**src/rtl/shifter_pipe.sv**
```systemverilog
// Pipelined barrel shifter/rotator: one conditional power-of-two shift per stage,
// MSB amount first, with a bubble-collapsing valid/ready pipeline and a zero flag.
module shifter_pipe #(
    parameter int WIDTH = 32,
    parameter int SAW   = $clog2(WIDTH),
    parameter int L     = SAW
) (
    input  logic             clk,
    input  logic             rst,
    input  logic             in_valid,
    output logic             in_ready,
    input  logic [WIDTH-1:0] x,
    input  logic [SAW-1:0]   sa,
    input  logic [2:0]       mode,
    output logic             out_valid,
    input  logic             out_ready,
    output logic [WIDTH-1:0] sh,
    output logic             zero
);

    // Stage registers, index 1 = first stage after the input.
    logic [WIDTH-1:0] data_r [1:L];
    logic [SAW-1:0]   sa_r   [1:L];
    logic [2:0]       mode_r [1:L];
    logic             sign_r [1:L];
    logic [L:1]       v_r;

    // Source of each stage: the block inputs for stage 1, the previous stage otherwise.
    logic [WIDTH-1:0] src_data_s [1:L];
    logic [SAW-1:0]   src_sa_s   [1:L];
    logic [2:0]       src_mode_s [1:L];
    logic             src_sign_s [1:L];
    logic [WIDTH-1:0] shifted_s  [1:L];

    logic [L:1]       adv_s;
    logic [L:1]       load_s;
    logic             room_s;
    logic             in_ready_s;

    // One stage step: shift/rotate d by amt when en is set. mode bit0 = right,
    // bit2 = rotate, bit1 (arith) only matters for a non-rotating right shift.
    function automatic logic [WIDTH-1:0] shift_step(
        input logic [WIDTH-1:0] d,
        input logic             en,
        input int               amt,
        input logic [2:0]       m,
        input logic             sgn
    );
        logic [WIDTH-1:0] r;
        logic [WIDTH-1:0] fill;
        fill = {WIDTH{sgn}} << (WIDTH - amt);
        r    = d;
        if (en) begin
            case ({m[2], m[0]})
                2'b00:   r = d << amt;
                2'b01:   r = m[1] ? ((d >> amt) | fill) : (d >> amt);
                2'b10:   r = (d << amt) | (d >> (WIDTH - amt));
                2'b11:   r = (d >> amt) | (d << (WIDTH - amt));
                default: r = d;
            endcase
        end else begin
            r = d;
        end
        return r;
    endfunction

    // Stage sources and the conditional shift each stage would capture.
    always_comb begin
        src_data_s[1] = x;
        src_sa_s[1]   = sa;
        src_mode_s[1] = mode;
        src_sign_s[1] = x[WIDTH-1];
        for (int i = 2; i <= L; i++) begin
            src_data_s[i] = data_r[i-1];
            src_sa_s[i]   = sa_r[i-1];
            src_mode_s[i] = mode_r[i-1];
            src_sign_s[i] = sign_r[i-1];
        end
        for (int i = 1; i <= L; i++) begin
            shifted_s[i] = shift_step(src_data_s[i], src_sa_s[i][L-i], 1 << (L - i),
                                      src_mode_s[i], src_sign_s[i]);
        end
    end

    // Advance chain: a stage moves when any later stage is empty or the output drains.
    always_comb begin
        adv_s  = '0;
        room_s = out_ready;
        for (int i = L; i >= 1; i--) begin
            adv_s[i] = v_r[i] & room_s;
            room_s   = room_s | ~v_r[i];
        end
    end

    // Load enables: stage 1 loads on an input transfer, later stages when their predecessor moves.
    always_comb begin
        load_s     = '0;
        in_ready_s = ~v_r[1] | adv_s[1];
        load_s[1]  = in_valid & in_ready_s;
        for (int i = 2; i <= L; i++) begin
            load_s[i] = adv_s[i-1];
        end
    end

    // Pipeline state: load, empty, or hold each stage.
    always_ff @(posedge clk) begin
        if (rst) begin
            v_r <= '0;
            for (int i = 1; i <= L; i++) begin
                data_r[i] <= '0;
                sa_r[i]   <= '0;
                mode_r[i] <= 3'b000;
                sign_r[i] <= 1'b0;
            end
        end else begin
            for (int i = 1; i <= L; i++) begin
                if (load_s[i]) begin
                    data_r[i] <= shifted_s[i];
                    sa_r[i]   <= src_sa_s[i];
                    mode_r[i] <= src_mode_s[i];
                    sign_r[i] <= src_sign_s[i];
                    v_r[i]    <= 1'b1;
                end else if (adv_s[i]) begin
                    v_r[i]    <= 1'b0;
                end else begin
                    v_r[i]    <= v_r[i];
                end
            end
        end
    end

    assign in_ready  = in_ready_s;
    assign out_valid = v_r[L];
    assign sh        = data_r[L];
    assign zero      = ~|data_r[L];

endmodule

```
**config.mk**
```make
export PLATFORM = sky130hd
export DESIGN_NAME = shifter_pipe
export DESIGN_NICKNAME = d
export VERILOG_FILES = /design/src/rtl/shifter_pipe.sv
export SDC_FILE = /design/constraint.sdc
export NUM_CORES = 1
export LEC_CHECK = 0
export ABC_CLOCK_PERIOD_IN_PS = 4400
export BUFFER_PORTS_ARGS = -buffer_cell sky130_fd_sc_hd__buf_2
export CORE_AREA = 4 4 119 207
export DETAILED_ROUTE_END_ITERATION = 10
export DIE_AREA = 0 0 123 211
export PLACE_DENSITY = 0.59
export SLEW_MARGIN = 10
export SYNTH_ARGS = -nofsm -noshare
export SYNTH_HDL_FRONTEND = slang
export SYNTH_SLANG_ARGS = --single-unit
```
**constraint.sdc**
```tcl
create_clock -name clk -period 4.4 [get_ports clk]
set_clock_uncertainty 0.1 [all_clocks]
set_input_delay 0.66 -clock clk [delete_from_list [all_inputs] [get_ports clk]]
set_output_delay 0.66 -clock clk [all_outputs]
set_load 0.1 [all_outputs]
```
==> flow_metrics.py, run 1 <==
metrics = {
    "timing": {
        "min_period_ns": 2.70,
        "setup_viol": 0,
        "slew_headroom_pct": 32.6,
        "fin_ws_ns": 1.70,
        "hold_violations": 0,
        "finalSetupTns_ns": 0,
        "rsz0062_at_grt": "no",
        "slew_violations": 0,
        "worst_slew_pin_slew_ns": 1.01,
        "timing.final.crit_share_pct": 61.4,
        "fmax_ghz": 0.370,
    },
    "route": {
        "drt-vias-per-instance": 5.29,
        "vias": 6428,
        "wl_per_cell_um": 15.6,
        "detail_route.first_pass.iterations": 4,
        "drc": 0,
        "totalWireLength_um": 18900,
        "ant_nets": 0,
        "drtIter0Drc": 376,
    },
    "layout": {
        "area_growth_pct": 9.13,
        "final_cell_mix": "edfxtp_1 (186), nor2_1 (157), mux2i_1 (98), a211oi_1 (98), buf_2 (78)",
        "layout_commonest_cell": "edfxtp_1",
        "drive_above_1_share_pct": 17.9,
        "diodes": 0,
        "finalNonFillerCells": 1214,
        "fin_nets": 941,
    },
    "power_and_ir_drop": {
        "worst_ir_drop_vdd_mv": 0.225,
        "p_per_area_nw_per_um2": 367,
        "p_switching_mw": 1.09,
        "p_leak_nw": 3.98,
        "clockPowerShare_pct": 35.2,
        "comb_power_share_pct": 10.9,
        "p_sw_share_pct": 26.8,
        "p_int_mw": 2.99,
        "total_power_mw": 4.09,
        "pwr-share-seq_pct": 54.0,
    },
    "global_routing": {
        "grt_max_degree": 65,
        "grt_pass1_vias": 6286,
        "grt_overflow": 0,
        "grt_pass1_wl_um": 31100,
        "antenna_found_initial": 0,
        "grt_use_total_pct": 15.3,
    },
    "worst_setup_path": {
        "required_ns": 3.64,
        "cp-start-kind": "flip-flop",
        "worstSetupEndpointType": "output port",
        "crit_fanout": 2,
        "worstSetupPathType": "reg -> out",
        "cp.arrival_ns": 1.94,
    },
    "clocking": {
        "tritoncts": "done",
        "cts.path.max_buffers": 2,
        "htreeDepth": 4,
        "cts_buffers": 17,
        "post_cts_buffers": 0,
        "insertion_delay_ns": 0.42,
        "clk_pin_slew_ns": 0.07,
        "cts_resized": 0,
        "cts_hold_buf": 0,
        "numClockSinks": 191,
        "clockRootBuffer": "clkbuf_16",
    },
    "synth": {
        "avgSynthCellArea_um2": 11.5,
        "ys_warn_count": 0,
        "synth_area_um2": 10200,
        "synthCells": 884,
        "ys_types": 40,
        "ys_seq_area_share_pct": 55.8,
        "synth_nets": 928,
        "ys_seq_elements": 191,
    },
    "placement": {
        "place_ws_ns": 1.76,
        "place.gp.congestion": 0.862,
        "dp_hpwl_um": 14600,
        "io_buffer_count": 78,
        "dp_cells": 1181,
    },
    "die": {
        "top_level_ports": 79,
        "dieArea_um2": 26000,
        "die-width_um": 123,
        "die_h_um": 211,
        "fp-row-count": 74,
        "start_util_pct": 44.2,
        "core-area_um2": 23100,
    },
    "min_path": {
        "hold_class": "in -> reg",
    },
    "flow_run": {
        "cap_violations": 0,
    },
    "outcome": {
        "outcome": "completed",
    },
}
==> stage by stage <==
stage                     instance area, um2  utilization (%)  hold slack (ns)
after detailed placement               10600             45.8            0.394
after floorplan                        10200                -            0.364
after CTS                              11100             48.2            0.362
after global placement                 10600             45.8            0.387
after global routing                   11100             48.3            0.395
final                                  11100             48.3            0.389
==> Yosys cell counts <==
library cell  instances  area [um2]
dfxtp_1               5         100
a31oi_1               1        6.26
mux2i_1              98         981
a22oi_1              12        90.1
a211oi_1             98         736
a2111oi_0             2        17.5
buf_4                33         248
nand2b_1              9        56.3
o21ai_1               2        10.0
nand3b_1              4        30.0
a211oi_2             28         350
a31o_2                1        8.76
nand4_1               2        12.5
o21ai_0               2        10.0
buf_6                 4        45.0
nor2_1              157         589
nand4b_1              3        26.3
and4b_4               1        13.8
a21o_1                4        30.0
buf_2                20         100
nand2_1              19        71.3
edfxtp_1            186        5590
and2_1               22         138
nor3_1                5        25.0
clkbuf_1             48         180
and3_1                2        12.5
inv_1                18        67.6
a311oi_1              2        17.5
and3b_1               1        8.76
or3_1                 1        6.26
a21oi_1              23         115
o211a_1               8        80.1
nor4_1                8        50.1
o21a_1                2        15.0
nor2b_1              20         125
and4b_1               6        60.1
a21boi_0              1        7.51
o2111ai_1             8        70.1
nor3_2                2        20.0
nand3_1              16        80.1
==> cell type report <==
cell class / count / area [um2]
clock buffer: 18 / 429
clock inverter: 14 / 123
sequential: 191 / 5690
fill: 2079 / 11900
timing repair buffer: 99 / 568
inverter: 18 / 67.6
multi-input combinational: 570 / 3870
tap: 304 / 380
==> kinds of logic (layout without fill, tap and decap cells) <==
kind of cell | Yosys count | count (layout) | share of synthesized area (%)
AOI/OAI and AO/OA | 194 | 194 | 15.3
buffers and inverters | 123 | 149 | 6.28
DFF | 191 | 191 | 55.8
muxes | 98 | 98 | 9.62
and+or+nand+nor | 278 | 278 | 13.0
==> flip-flops by register name (all words and copies together) (netlist names) <==
name and flops:
sign_r 4, data_r 160, mode_r 12, v_r 5, sa_r 10
==> worst max-delay path, stage by stage (launching register included) <==
cell and delay (ns):
edfxtp_1 0.38, nor4_1 0.38, nand4_1 0.20, nor2_1 0.12, buf_2 0.43
==> power groups by stage <==
stage	registers [mW]	logic, mW	clock network, mW
floorplan	2.20	0.394	0
global placement	2.24	0.444	0
detailed placement	2.25	0.446	0
CTS	2.21	0.448	1.48
global route	2.22	0.489	1.55
finish	2.20	0.444	1.44
==> path summary, 6_finish.rpt <==
check	slack [ns]	start	cells after the start	to
worst max-delay path	1.70	data_r[0][185]	4	zero
worst min-delay path	0.39	in_valid	3	v_r[1]
worst max register to register	2.20	v_r[4]	4	data_r[0][108]
worst min register to register	0.40	v_r[3]	2	v_r[4]
==> per-layer routing <==
metal / vias to the layer above / part of all wire [%] / global-route usage, %
met5: - / 0 / 0
met4: 0 / 3.3 / 7.38
met3: 27 / 2.9 / 2.20
met2: 119 / 60 / 31.2
met1: 2968 / 34 / 14.1
li1: 3314 / - / -
Power figures use the tool's default switching activity.
==> inputs of run 2 (changes only) <==
ABC_CLOCK_PERIOD_IN_PS = 2500   (was 4400)
clock period = 2.5 ns   (was 4.4 ns; I/O delays follow)
==> run 2 against run 1 <==
  * Count of clock-buffer cells in the layout fell by 1
  * Power rose by 78%
  * Routed wire length rose by 0.30%
==> flow_metrics.py, run 2 (same netlist as run 1, synthesis figures left out) <==
metrics = {
    "clocking": {
        "clockRootBuffer": "clkbuf_16",
        "numClockSinks": 191,
        "insertion_delay_ns": 0.42,
        "cts_buffers": 17,
        "clk_pin_slew_ns": 0.07,
        "post_cts_buffers": 0,
        "htreeDepth": 4,
        "cts.path.max_buffers": 2,
        "tritoncts": "done",
        "cts_hold_buf": 0,
    },
    "timing": {
        "timing.final.crit_share_pct": 91.2,
        "fin_ws_ns": 0.220,
        "rsz0062_at_grt": "no",
        "setup_viol": 0,
        "hold_violations": 0,
        "finalSetupTns_ns": 0,
        "slew_violations": 0,
        "fmax_ghz": 0.439,
        "worst_slew_pin_slew_ns": 0.855,
        "min_period_ns": 2.28,
        "slew_headroom_pct": 42.9,
        "whs_ns": 0.117,
    },
    "die": {
        "die_h_um": 211,
        "die-width_um": 123,
        "dieArea_um2": 26000,
        "top_level_ports": 79,
        "fp-row-count": 74,
        "core-area_um2": 23100,
        "start_util_pct": 44.2,
    },
    "route": {
        "wl_per_cell_um": 15.5,
        "drc": 0,
        "vias": 6518,
        "ant_nets": 0,
        "detail_route.first_pass.iterations": 4,
        "totalWireLength_um": 18900,
        "drt-vias-per-instance": 5.34,
        "drtIter0Drc": 222,
    },
    "placement": {
        "place_ws_ns": 0.462,
        "io_buffer_count": 78,
        "dp_hpwl_um": 14700,
        "place.gp.congestion": 0.874,
        "dp_cells": 1189,
    },
    "power_and_ir_drop": {
        "total_power_mw": 7.28,
        "worst_ir_drop_vdd_mv": 0.443,
        "p_leak_nw": 4.04,
        "p_per_area_nw_per_um2": 648,
    },
    "min_path": {
        "hold_depth": 3,
        "min-delay-start": "in_valid",
        "hold_class": "in -> reg",
        "hold-path-endpoint": "v_r[1]",
    },
    "global_routing": {
        "grt_use_total_pct": 15.2,
        "antenna_found_initial": 0,
        "grt_overflow": 0,
        "grt_pass1_wl_um": 31200,
        "grt_max_degree": 65,
        "grt_pass1_vias": 6414,
    },
    "worst_setup_path": {
        "reg2reg_to": "data_r[0][100]",
        "ff2ff_path_depth": 3,
        "crit_fanout": 2,
        "required_ns": 2.03,
        "cp.arrival_ns": 1.81,
        "cp-start-kind": "flip-flop",
        "r2r_setup_slack_ns": 0.62,
        "worstSetupPathType": "reg -> out",
        "r2r_start": "mode_r[0][6]",
        "worstSetupEndpointType": "output port",
    },
    "layout": {
        "largest_register": "data_r",
        "layout_commonest_cell": "edfxtp_1",
        "largest_register_ffs": 160,
        "finalNonFillerCells": 1220,
        "fin_nets": 948,
        "drive_above_1_share_pct": 18.9,
        "diodes": 0,
        "area_growth_pct": 10.3,
        "final_cell_mix": "edfxtp_1 (186), nor2_1 (157), mux2i_1 (98), a211oi_1 (98), buf_2 (77)",
        "reg_top3": "data_r (160), mode_r (12), sa_r (10)",
    },
    "flow_run": {
        "cap_violations": 0,
    },
    "outcome": {
        "outcome": "completed",
    },
}
run 2: power by group:
group	leakage, nW	switching (mW)	internal [mW]
registers	2.01	0.159	3.71
logic	1.75	0.548	0.258
clock network	0.278	1.20	1.41
total	4.04	1.91	5.38
run 2: critical path, cell delays in order (launching register included):
cell	delay, ns
edfxtp_1	0.38
nor4_1	0.45
nand4_1	0.15
nor2_1	0.11
buf_4	0.29
run 2: per-stage QoR:
| stage | area (um2) | utilization [%] |
|---|---|---|
| after CTS | 11200 | 48.8 |
| after detailed placement | 10700 | 46.3 |
| after global placement | 10700 | 46.3 |
| final | 11200 | 48.8 |
| after global routing | 11200 | 48.8 |
| after floorplan | 10200 | - |
run 2: worst max-delay path by stage:
stage | startpoint | cells after the start | to | slack, ns
global placement | data_r[0][185] | 4 | zero | 0.42
global route | data_r[0][185] | 4 | zero | 0.04
floorplan | data_r[0][184] | 3 | zero | 0.007
finish | data_r[0][169] | 4 | zero | 0.22
detailed placement | data_r[0][185] | 4 | zero | 0.46
CTS | data_r[0][185] | 4 | zero | 0.12
run 2: cell type report:
type / count / area (um2)
clock buffer: 17 / 425
clock inverter: 14 / 148
fill: 2080 / 11800
inverter: 18 / 67.6
multi-input combinational: 570 / 3890
sequential: 191 / 5690
tap: 304 / 380
timing repair buffer: 106 / 653
run 2: per-layer routing:
layer	global-route usage (%)	routed length, um	share of wire (%)	vias up
met4	7.99	845	4.5	0
met2	30.3	11100	58	128
met1	14.2	6510	34	3026
met3	2.20	521	2.8	37
met5	0	0	0	-
li1	-	-	-	3327
run 2: what timing repair did:
item,CTS,global route
endpoints found under the setup margin,1,0
gates resized for setup,1,0
endpoints found under the hold margin,0,0
